[src/rtl/uart_receiver.sv]
// ---------------------------------------------------------------------------
// uart_receiver
//   UART receive engine. Synchronizes the serial line, detects a start bit,
//   samples each bit in its middle using an oversampling tick, optionally
//   checks a parity bit, checks the stop bit(s) and presents the word with a
//   one-clock done strobe plus error flags.
//
// Ports
//   clk        : system clock, all logic on posedge
//   reset      : asynchronous, active-low reset
//   rx_tick    : oversample enable, OVERSAMPLE pulses per bit time
//   rx         : serial line (idle high), asynchronous to clk
//   rx_dout    : received word, held until the next rx_done
//   rx_done    : one-clock pulse when a frame completes
//   parity_err : parity mismatch on the last frame (0 when no parity bit)
//   frame_err  : a stop-bit sample was 0 on the last frame
//   busy       : high whenever the receiver is not idle
// ---------------------------------------------------------------------------
module uart_receiver #(
  parameter int DATA_BITS  = 8,
  parameter int SB_TICKS   = 1,
  parameter int IS_PARITY  = 0,
  parameter int PARITY     = 0,
  parameter int OVERSAMPLE = 16
) (
  input  logic                 clk,
  input  logic                 reset,
  input  logic                 rx_tick,
  input  logic                 rx,
  output logic [DATA_BITS-1:0] rx_dout,
  output logic                 rx_done,
  output logic                 parity_err,
  output logic                 frame_err,
  output logic                 busy
);

  localparam int TW = $clog2(OVERSAMPLE);
  localparam int BW = $clog2(DATA_BITS);

  localparam logic [TW-1:0] TICK_MID   = TW'(OVERSAMPLE / 2 - 1);
  localparam logic [TW-1:0] TICK_LAST  = TW'(OVERSAMPLE - 1);
  localparam logic [BW-1:0] BIT_LAST   = BW'(DATA_BITS - 1);
  localparam logic          SB_LAST    = 1'(SB_TICKS - 1);
  localparam logic          PARITY_BIT = 1'(PARITY);

  localparam logic [2:0] S_IDLE   = 3'd0;
  localparam logic [2:0] S_START  = 3'd1;
  localparam logic [2:0] S_DATA   = 3'd2;
  localparam logic [2:0] S_PARITY = 3'd3;
  localparam logic [2:0] S_STOP   = 3'd4;

  logic                 rx_meta_reg, rx_s;
  logic [2:0]           state_reg, state_next;
  logic [TW-1:0]        tick_cnt_reg, tick_cnt_next;
  logic [BW-1:0]        bit_cnt_reg, bit_cnt_next;
  logic                 sb_cnt_reg, sb_cnt_next;
  logic [DATA_BITS-1:0] shift_reg, shift_next;
  logic                 pe_acc_reg, pe_acc_next;
  logic                 fe_acc_reg, fe_acc_next;
  logic [DATA_BITS-1:0] dout_reg, dout_next;
  logic                 done_reg, done_next;
  logic                 perr_reg, perr_next;
  logic                 ferr_reg, ferr_next;

  // Two-flop synchronizer; resets to the idle line level.
  always_ff @(posedge clk or negedge reset) begin
    if (!reset) begin
      rx_meta_reg <= 1'b1;
      rx_s        <= 1'b1;
    end else begin
      rx_meta_reg <= rx;
      rx_s        <= rx_meta_reg;
    end
  end

  always_comb begin
    state_next    = state_reg;
    tick_cnt_next = tick_cnt_reg;
    bit_cnt_next  = bit_cnt_reg;
    sb_cnt_next   = sb_cnt_reg;
    shift_next    = shift_reg;
    pe_acc_next   = pe_acc_reg;
    fe_acc_next   = fe_acc_reg;
    dout_next     = dout_reg;
    done_next     = 1'b0;
    perr_next     = perr_reg;
    ferr_next     = ferr_reg;

    case (state_reg)
      S_IDLE: begin
        // Start detection does not wait for a tick, so a start edge right
        // after a frame loses no oversampling phase.
        if (!rx_s) begin
          state_next    = S_START;
          tick_cnt_next = '0;
        end
      end

      S_START: begin
        if (rx_tick) begin
          if (tick_cnt_reg == TICK_MID) begin
            tick_cnt_next = '0;
            if (!rx_s) begin
              state_next   = S_DATA;
              bit_cnt_next = '0;
              pe_acc_next  = 1'b0;
              fe_acc_next  = 1'b0;
            end else begin
              // Line went back high before mid-bit: glitch, outputs untouched.
              state_next = S_IDLE;
            end
          end else begin
            tick_cnt_next = tick_cnt_reg + 1'b1;
          end
        end
      end

      S_DATA: begin
        if (rx_tick) begin
          if (tick_cnt_reg == TICK_LAST) begin
            tick_cnt_next = '0;
            // LSB arrives first, so shift in from the top.
            shift_next    = {rx_s, shift_reg[DATA_BITS-1:1]};
            bit_cnt_next  = bit_cnt_reg + 1'b1;
            if (bit_cnt_reg == BIT_LAST) begin
              bit_cnt_next = '0;
              sb_cnt_next  = 1'b0;
              state_next   = (IS_PARITY != 0) ? S_PARITY : S_STOP;
            end
          end else begin
            tick_cnt_next = tick_cnt_reg + 1'b1;
          end
        end
      end

      S_PARITY: begin
        if (rx_tick) begin
          if (tick_cnt_reg == TICK_LAST) begin
            tick_cnt_next = '0;
            // Mismatch when the received bit differs from XOR(data)^PARITY.
            pe_acc_next   = rx_s ^ (^shift_reg) ^ PARITY_BIT;
            state_next    = S_STOP;
          end else begin
            tick_cnt_next = tick_cnt_reg + 1'b1;
          end
        end
      end

      S_STOP: begin
        if (rx_tick) begin
          if (tick_cnt_reg == TICK_LAST) begin
            tick_cnt_next = '0;
            fe_acc_next   = fe_acc_reg | ~rx_s;
            if (sb_cnt_reg == SB_LAST) begin
              // Publish at the middle of the last stop bit.
              state_next = S_IDLE;
              dout_next  = shift_reg;
              done_next  = 1'b1;
              ferr_next  = fe_acc_reg | ~rx_s;
              perr_next  = (IS_PARITY != 0) && pe_acc_reg;
            end else begin
              sb_cnt_next = 1'b1;
            end
          end else begin
            tick_cnt_next = tick_cnt_reg + 1'b1;
          end
        end
      end

      default: state_next = S_IDLE;
    endcase
  end

  always_ff @(posedge clk or negedge reset) begin
    if (!reset) begin
      state_reg    <= S_IDLE;
      tick_cnt_reg <= '0;
      bit_cnt_reg  <= '0;
      sb_cnt_reg   <= 1'b0;
      shift_reg    <= '0;
      pe_acc_reg   <= 1'b0;
      fe_acc_reg   <= 1'b0;
      dout_reg     <= '0;
      done_reg     <= 1'b0;
      perr_reg     <= 1'b0;
      ferr_reg     <= 1'b0;
    end else begin
      state_reg    <= state_next;
      tick_cnt_reg <= tick_cnt_next;
      bit_cnt_reg  <= bit_cnt_next;
      sb_cnt_reg   <= sb_cnt_next;
      shift_reg    <= shift_next;
      pe_acc_reg   <= pe_acc_next;
      fe_acc_reg   <= fe_acc_next;
      dout_reg     <= dout_next;
      done_reg     <= done_next;
      perr_reg     <= perr_next;
      ferr_reg     <= ferr_next;
    end
  end

  assign rx_dout    = dout_reg;
  assign rx_done    = done_reg;
  assign parity_err = perr_reg;
  assign frame_err  = ferr_reg;
  assign busy       = (state_reg != S_IDLE);

endmodule

[config.mk]
export PLATFORM = sky130hd
export DESIGN_NAME = uart_receiver
export DESIGN_NICKNAME = d
export VERILOG_FILES = /design/src/rtl/uart_receiver.sv
export SDC_FILE = /design/constraint.sdc
export NUM_CORES = 1
export LEC_CHECK = 0
export ABC_CLOCK_PERIOD_IN_PS = 3300
export CAP_MARGIN = 30
export CORE_ASPECT_RATIO = 1.25
export CORE_MARGIN = 2
export CORE_UTILIZATION = 55
export DETAILED_ROUTE_END_ITERATION = 12
export DONT_BUFFER_PORTS = 1
export HOLD_SLACK_MARGIN = 0.06
export PLACE_DENSITY = 0.79
export SLEW_MARGIN = 5
export SYNTH_ARGS = -nofsm -noshare
export SYNTH_HDL_FRONTEND = slang
export SYNTH_SLANG_ARGS = --single-unit
[constraint.sdc]
create_clock -name clk -period 3.3 [get_ports clk]
set_clock_uncertainty 0.15 [all_clocks]
set_input_delay 0.99 -clock clk [delete_from_list [all_inputs] [get_ports clk]]
set_output_delay 0.99 -clock clk [all_outputs]
set_load 0.02 [all_outputs]
# [After elaboration in Yosys (flattened, before gate mapping)]
# Index checks and enable logic that the tools add are counted.
[totals] output_inout_bits=12 inputBits=4 register_bits=32
[classes] n_mux=43 n_reduce_logical=14 add_sub_neg=2 bitwise=3 n_eq_ne=20
[op_table] op="two-way mux 3 bit" n=17
[op_table] op="inequality test 2 bit (second input constant)" n=12
[op_table] op="two-way mux 4 bit" n=5
[op_table] op="AND reduction 6 bit" n=3
[op_table] op="two-way mux 1 bit" n=15
[op_table] op="case mux 3 bit (5 select lines)" n=1
[op_table] op="case mux 4 bit (3 select lines)" n=1
[op_table] op="AND reduction 11 bit" n=1
[op_table] op="AND reduction 4 bit" n=2
[op_table] op="equality test 3 x 2 -> 1 bit (second input constant)" n=2
[op_table] op="equality test 3 bit (second input constant)" n=2
[op_table] op="case mux 3 bit (2 select lines)" n=1
[op_table] op="nonzero test 2 bit" n=3
[op_table] op="nonzero test 3 bit" n=2
[op_table] op="adder 4 x 1 -> 4 bit (second input constant)" n=1
[op_table] op="equality test 4 x 3 -> 1 bit (second input constant)" n=1
[op_table] op="equality test 4 bit (second input constant)" n=1
[op_table] op="case mux 1 bit (2 select lines)" n=2
[op_table] op="adder 3 x 1 -> 3 bit (second input constant)" n=1
[op_table] op="equality test 3 x 1 -> 1 bit (second input constant)" n=1
[op_table] op="logical NOT 3 bit" n=1
[op_table] op="AND reduction 3 bit" n=1
[op_table] op="OR reduction 3 bit" n=1
[op_table] op="two-way mux 2 bit" n=1
[op_table] op="3 further kinds" n=4

# [Depth between registers and ports, before layout]
# Gate-level depths: netlist (run 1).
[logic_depth] depth_word=5 mapped_depth=6 mapped_depth_nobuf=5

# [Worst setup path after synthesis (run 1)]
# No wires, ideal clock.
[synth_timing] kind="input -> register" startpoint="in rx_tick" endpoint="reg shift_reg[0]" stages=3 setup_slack_ns=1.040 required_time_ns=3.025 arrival_ns=1.985 setup_ns=0.125 path_cell_list="nand4_1 -> nor3_2 -> mux2_2"
[synth_via] elab_chain_cells=1
[synth_rtl] item="start: declaration" line="28" text="input logic rx_tick,"
[synth_rtl] item="AND reduction 3 bit (no line)"
[synth_rtl] item="end signal: assignment" line="192" text="shift_reg <= shift_next;"
[synth_rtl] item="end: declaration" line="57" text="logic [DATA_BITS-1:0] shift_reg, shift_next;"
# No other way between the ends.
# A chain may end at the register's enable or synchronous reset.

# [Worst setup path in the final report (run 1)]
[layout_timing] startpoint="reg state_reg[0]" endpoint="out busy"
[layout_via] elab_chain_cells=1
[layout_rtl] item="start: declaration" line="53" text="logic [2:0] state_reg, state_next;"
[layout_rtl] item="start signal: assignment" line="188" text="state_reg <= state_next;"
[layout_rtl] item="nonzero test 3 bit" line="206" text="assign busy = (state_reg != S_IDLE);"
[layout_rtl] item="end: declaration" line="34" text="output logic busy"
# No other way between the ends.

==> results.py, run 1 <==
metrics = {
    "run_status": {
        "status": "finished clean",
    },
    "placement": {
        "pre_cts_slack_ns": 0.866,
        "hpwl_mm": 1.75,
        "place_area_mm2": 0.00149,
        "place_congestion": 0.771,
        "io_buffers": 0,
        "dpl.cell_count": 153,
    },
    "layout": {
        "final_nets": 133,
        "fin_util_pct": 59.1,
        "final_cell_mix": "29 x dfrtp_1, 16 x mux2_2, 7 x o21ai_0, 7 x nand3_1, 6 x nor2_1",
        "area_growth_syn_to_layout_pct": 4.15,
        "finalInstanceArea_mm2": 0.00157,
        "fill_cells": 227,
        "diodes": 0,
        "drive_above_1_share_pct": 26.8,
        "layout_commonest_cell": "dfrtp_1",
        "instances_no_fill": 161,
    },
    "setup_path": {
        "reg2reg_from": "state_reg[0]$_DFFE_PN0P_",
        "critical_path_required_ns": 2.16,
        "crit_buf_inv": 0,
        "path_cells": "or3_1",
        "path_max_fanout": 20,
        "cp.depth": 1,
        "critPathMaxStageDelay_ns": 0.59,
        "end_kind": "output port",
        "cp.arrival_ns": 1.50,
        "crit_type": "flop to output port",
        "r2r_cells": 3,
        "crit_path_start_kind": "flop",
        "critical_path.slowest_cell": "dfrtp_1",
        "reg2reg_to": "bit_cnt_reg[0]$_DFFE_PN0P_",
        "reg2reg_slack_ns": 1.09,
        "critPathLaunch": "state_reg[0]$_DFFE_PN0P_",
        "critPathCapture": "busy",
        "critPathTopFamily": "flip-flops",
    },
    "power_and_ir_drop": {
        "ir_drop_uv": 480,
        "finalPower_mw": 0.983,
        "power_density_mw_per_mm2": 627,
        "leakagePower_nw": 0.713,
    },
    "routing": {
        "drtPass1Iterations": 4,
        "ant_nets": 0,
        "drt_iter0_drc": 18,
        "wl_mm": 2.55,
        "via_per_inst": 6.09,
        "drc": 0,
        "vias": 980,
        "wire_per_inst_um": 15.8,
    },
    "die": {
        "dieArea_mm2": 0.00318,
        "die_w_um": 50.8,
        "num_io_pins": 16,
        "die-height_um": 62.5,
        "core_mm2": 0.00265,
        "start_util_pct": 56.8,
        "fp-row-count": 21,
    },
    "logic_synthesis": {
        "async_reset_ff_share_pct": 100,
        "synth_seq_cells": 31,
        "syn_area_mm2": 0.00151,
        "syn-num-nets": 133,
        "synth_cell_types": 41,
        "netlist_instances": 126,
        "yosysWarnings": 0,
        "avgSynthCellArea_um2": 12.0,
        "synth_edf_count": 0,
        "synth_flop_cell": "dfrtp_1",
        "ys_seq_area_share_pct": 51.7,
    },
    "sta": {
        "tightest_slew_ns": 0.574,
        "final-setup-viol-count": 0,
        "fmax_ghz": 0.379,
        "setup_ws_ns": 0.661,
        "whs_ns": 0.193,
        "final.period_utilization_pct": 80.0,
        "rsz0062_at_grt": "no",
        "maxSlewHeadroom_pct": 61.5,
        "min_period_ns": 2.64,
        "hold_viol_final": 0,
        "fin_setup_tns_ns": 0,
        "slew_viol_final": 0,
    },
    "clock_network": {
        "clk_pin_slew_ns": 0.09,
        "root_buffer": "clkbuf_4",
        "cts_buffer_depth": 2,
        "htreeDepth": 2,
        "cts_setup_buffers": 0,
        "cts_made_buffers": 5,
        "clock_sinks": 31,
        "ctsHoldBuffers": 0,
        "cts_resized": 0,
        "cts_tree": "done",
        "insertion_delay_ns": 0.33,
    },
    "global_route": {
        "grt_pass1_vias": 1025,
        "grt_pass1_wl_mm": 4.39,
        "grt_overflow": 0,
        "antenna_found_initial": 0,
        "grt_max_degree": 32,
        "grt_usage_pct": 18.7,
    },
    "hold_path": {
        "hold_path.class": "primary input to asynchronous set/reset pin",
    },
    "flow_run": {
        "maxCapViolCount": 0,
    },
}
-- layout make-up --
class                           instances  area (um^2)  share of cell area, %
Inverter                                4         15.0                  0.957
Timing Repair Buffer                    1         7.51                  0.478
Sequential cell                        31          778                   49.6
Clock buffer                            7         45.0                   2.87
Multi-Input combinational cell         83          651                   41.5
Tap cell                               34         42.5                   2.71
Clock inverter                          1         30.0                   1.91
-- layer usage --
layer	vias to the layer above	routed length [um]	track usage, %
met4	0	73	9.12
met2	16	1290	30.6
met1	490	1070	21.1
met5	-	0	0
li1	467	-	-
met3	7	116	6.94
-- worst min-delay path by stage --
stage / startpoint / end / slack [ns] / depth (start not counted)
3_3_place_gp: rx_meta_reg$_DFF_PN1_ / rx_s$_DFF_PN1_ / 0.20 / 0
3_5_place_dp: rx_meta_reg$_DFF_PN1_ / rx_s$_DFF_PN1_ / 0.20 / 0
5_1_grt: reset / tick_cnt_reg[2]$_DFFE_PN0P_ / 0.16 / 0
6_report: reset / tick_cnt_reg[2]$_DFFE_PN0P_ / 0.19 / 0
4_1_cts: reset / rx_dout[4]$_DFFE_PN0P_ / 0.18 / 0
2_1_floorplan: rx_meta_reg$_DFF_PN1_ / rx_s$_DFF_PN1_ / 0.20 / 0
-- kinds of logic after synthesis --
family | after synthesis | share of synthesized area, %
compound gates | 27 | 13.3
fa+ha+maj | 3 | 2.49
buf+inv | 12 | 5.15
flops | 31 | 51.7
mux | 17 | 13.0
other cells | 1 | 0.249
simple gates | 35 | 14.2
-- cells in the mapped netlist, types with 2 or more instances --
cell | number | area [um^2]
dfrtp_1 | 29 | 726
mux2_2 | 16 | 180
nand3_1 | 7 | 35.0
o21ai_0 | 7 | 35.0
nor2_1 | 6 | 22.5
inv_1 | 4 | 15.0
a21oi_1 | 3 | 15.0
a31oi_1 | 3 | 18.8
buf_6 | 3 | 33.8
ha_1 | 3 | 37.5
nand2_1 | 3 | 11.3
nor2b_1 | 3 | 18.8
a31o_1 | 2 | 17.5
a32oi_1 | 2 | 17.5
and3_1 | 2 | 12.5
buf_2 | 2 | 10.0
buf_4 | 2 | 15.0
dfstp_2 | 2 | 52.6
nand2b_1 | 2 | 12.5
nand3b_1 | 2 | 15.0
nor3b_1 | 2 | 15.0
o211ai_1 | 2 | 15.0
-- power breakdown --
group,leakage (nW),switching [mW],total [mW],internal (mW)
Clock,0.0395,0.122,0.282,0.161
Sequential,0.411,0.0913,0.516,0.424
Combinational,0.263,0.0890,0.185,0.0960
-- worst reg2reg max path, stage by stage (launching register included) --
cell and delay (ns):
dfrtp_1 0.70, or4b_4 0.56, a211oi_4 0.35, mux2_4 0.33
Power figures use the tool's default switching activity.
==> run 2, diff against run 1 <==
--- a/config.mk
+++ b/config.mk
@@ -5,7 +5,7 @@
 export SDC_FILE = /design/constraint.sdc
 export NUM_CORES = 1
 export LEC_CHECK = 0
-export ABC_CLOCK_PERIOD_IN_PS = 3300
+export ABC_CLOCK_PERIOD_IN_PS = 2120
 export CAP_MARGIN = 30
 export CORE_ASPECT_RATIO = 1.25
 export CORE_MARGIN = 2
@@ -13,7 +13,7 @@
 export DETAILED_ROUTE_END_ITERATION = 12
 export DONT_BUFFER_PORTS = 1
 export HOLD_SLACK_MARGIN = 0.06
-export PLACE_DENSITY = 0.79
+export PLACE_DENSITY = 0.82
 export SLEW_MARGIN = 5
 export SYNTH_ARGS = -nofsm -noshare
 export SYNTH_HDL_FRONTEND = slang
==> constraint.sdc (replaced) <==
create_clock -name clk -period 2.12 [get_ports clk]
set_clock_uncertainty 0.15 [all_clocks]
set_input_delay 0.636 -clock clk [delete_from_list [all_inputs] [get_ports clk]]
set_output_delay 0.636 -clock clk [all_outputs]
set_load 0.02 [all_outputs]
==> results.py, run 2 (synthesized netlist as in run 1, its figures left out) <==
metrics = {
    "die": {
        "num_io_pins": 16,
        "fp-row-count": 21,
        "dieArea_mm2": 0.00318,
        "die-height_um": 62.5,
        "core_mm2": 0.00265,
        "start_util_pct": 56.8,
        "die_w_um": 50.8,
    },
    "routing": {
        "wire_per_inst_um": 16.6,
        "drtPass1Iterations": 4,
        "drt_iter0_drc": 20,
        "ant_nets": 0,
        "wl_mm": 2.84,
        "vias": 1009,
        "via_per_inst": 5.90,
        "drc": 0,
    },
    "sta": {
        "slew_viol_final": 0,
        "final.period_utilization_pct": 98.0,
        "final-setup-viol-count": 0,
        "setup_ws_ns": 0.0422,
        "hold_viol_final": 0,
        "min_period_ns": 2.08,
        "fmax_ghz": 0.481,
        "rsz0062_at_grt": "yes",
    },
    "global_route": {
        "grt_pass1_vias": 1102,
        "grt_overflow": 0,
        "grt_pass1_wl_mm": 4.92,
        "grt_usage_pct": 21.2,
        "grt_max_degree": 32,
        "antenna_found_initial": 0,
    },
    "setup_path": {
        "end_kind": "output port",
        "crit_type": "flop to output port",
        "critical_path_required_ns": 1.33,
        "critPathMaxStageDelay_ns": 0.43,
        "cp.arrival_ns": 1.29,
        "crit_path_start_kind": "flop",
        "path_max_fanout": 4,
        "path_cells": "buf_6 -> or3_4",
        "critical_path.slowest_cell": "or3_4",
    },
    "layout": {
        "diodes": 0,
        "instances_no_fill": 171,
        "final_cell_mix": "29 x dfrtp_1, 16 x mux2_2, 8 x buf_4",
        "drive_above_1_share_pct": 34.3,
        "layout_commonest_cell": "dfrtp_1",
        "area_growth_syn_to_layout_pct": 11.6,
        "final_nets": 143,
    },
    "clock_network": {
        "clk_pin_slew_ns": 0.10,
        "root_buffer": "clkbuf_4",
        "htreeDepth": 2,
        "insertion_delay_ns": 0.33,
        "cts_tree": "done",
        "cts_made_buffers": 5,
        "cts_buffer_depth": 2,
        "clock_sinks": 31,
    },
    "hold_path": {
        "hold_path.class": "primary input to flop",
    },
    "power_and_ir_drop": {
        "leakagePower_nw": 0.774,
        "power_density_mw_per_mm2": 986,
        "ir_drop_uv": 826,
    },
    "placement": {
        "pre_cts_slack_ns": 0.131,
        "hpwl_mm": 1.94,
        "place_congestion": 0.780,
        "io_buffers": 0,
        "dpl.cell_count": 159,
    },
    "run_status": {
        "status": "finished clean",
    },
    "flow_run": {
        "maxCapViolCount": 0,
    },
}
run 2: changes by cell type in the layout (fill, tap and decap cells not counted):
cell	previous run	this run
buf_12	0	1
buf_4	1	8
buf_6	0	1
clkbuf_1	2	0
clkbuf_8	0	1
clkinv_2	0	1
dlygate4sd3_1	0	1
ha_1	3	2
ha_2	0	1
or3_1	1	0
or3_4	0	1
run 2: cell type report:
type                            count  area [um^2]
Fill cell                         224          972
Sequential cell                    31          778
Multi-Input combinational cell     83          658
Timing Repair Buffer               11          101
Clock buffer                        6         51.3
Tap cell                           34         42.5
Clock inverter                      2         35.0
Inverter                            4         15.0
run 2: timing repair:
| item | in CTS | in global routing |
|---|---|---|
| setup buffers | 1 | 1 |
| gates resized for setup | 1 | 2 |
| pin swaps | 1 | 1 |
| gates cloned | 0 | 0 |
| hold buffers | 2 | 0 |
| hold endpoints to repair | 31 | 0 |
| endpoints found under the setup margin | 1 | 2 |
run 2: critical path: cells and delay by family, from the launching register on:
family,cells,cell delay (ns)
AND/OR/NAND/NOR,1,0.43
flip-flops,1,0.40
buffers and inverters,1,0.13
run 2: where the power goes:
group	internal [mW]	switching (mW)
clock	0.279	0.200
combinational	0.199	0.217
sequential	0.661	0.101
total	1.14	0.519
run 2: final timing paths:
check,startpoint,end,slack [ns],cells past startpoint
worst max-delay path,state_reg[1]$_DFFE_PN0P_,busy,0.04,2
worst min-delay path,rx,rx_meta_reg$_DFF_PN1_,0.14,0
worst max register to register,state_reg[1]$_DFFE_PN0P_,bit_cnt_reg[0]$_DFFE_PN0P_,0.10,4
worst min register to register,rx_meta_reg$_DFF_PN1_,rx_s$_DFF_PN1_,0.21,0
max in group asynchronous,reset,rx_meta_reg$_DFF_PN1_,1.00,2
min in group asynchronous,reset,tick_cnt_reg[3]$_DFFE_PN0P_,0.58,2
run 2: metal layers:
| metal | up-vias | global-route usage (%) | share of wire [%] |
|---|---|---|---|
| met4 | 0 | 12.5 | 2.8 |
| met2 | 22 | 33.7 | 52 |
| li1 | 482 | - | - |
| met1 | 499 | 24.5 | 40 |
| met3 | 6 | 6.70 | 5.1 |
| met5 | - | 0 | 0 |
run 2: per-stage QoR:
| stage | util, % | power (mW) | hold slack [ns] | setup TNS [ns] | area, um^2 |
|---|---|---|---|---|---|
| global route | 63.4 | 1.78 | 0.0970 | -0.0101 | 1680 |
| detailed placement | 58.0 | 1.15 | 0.191 | 0 | 1540 |
| floorplan | - | 1.10 | 0.190 | 0 | 1510 |
| global placement | 58.0 | 1.13 | 0.191 | 0 | 1540 |
| finish | 63.4 | 1.66 | 0.138 | 0 | 1680 |
| CTS | 62.8 | 1.66 | 0.113 | 0 | 1670 |
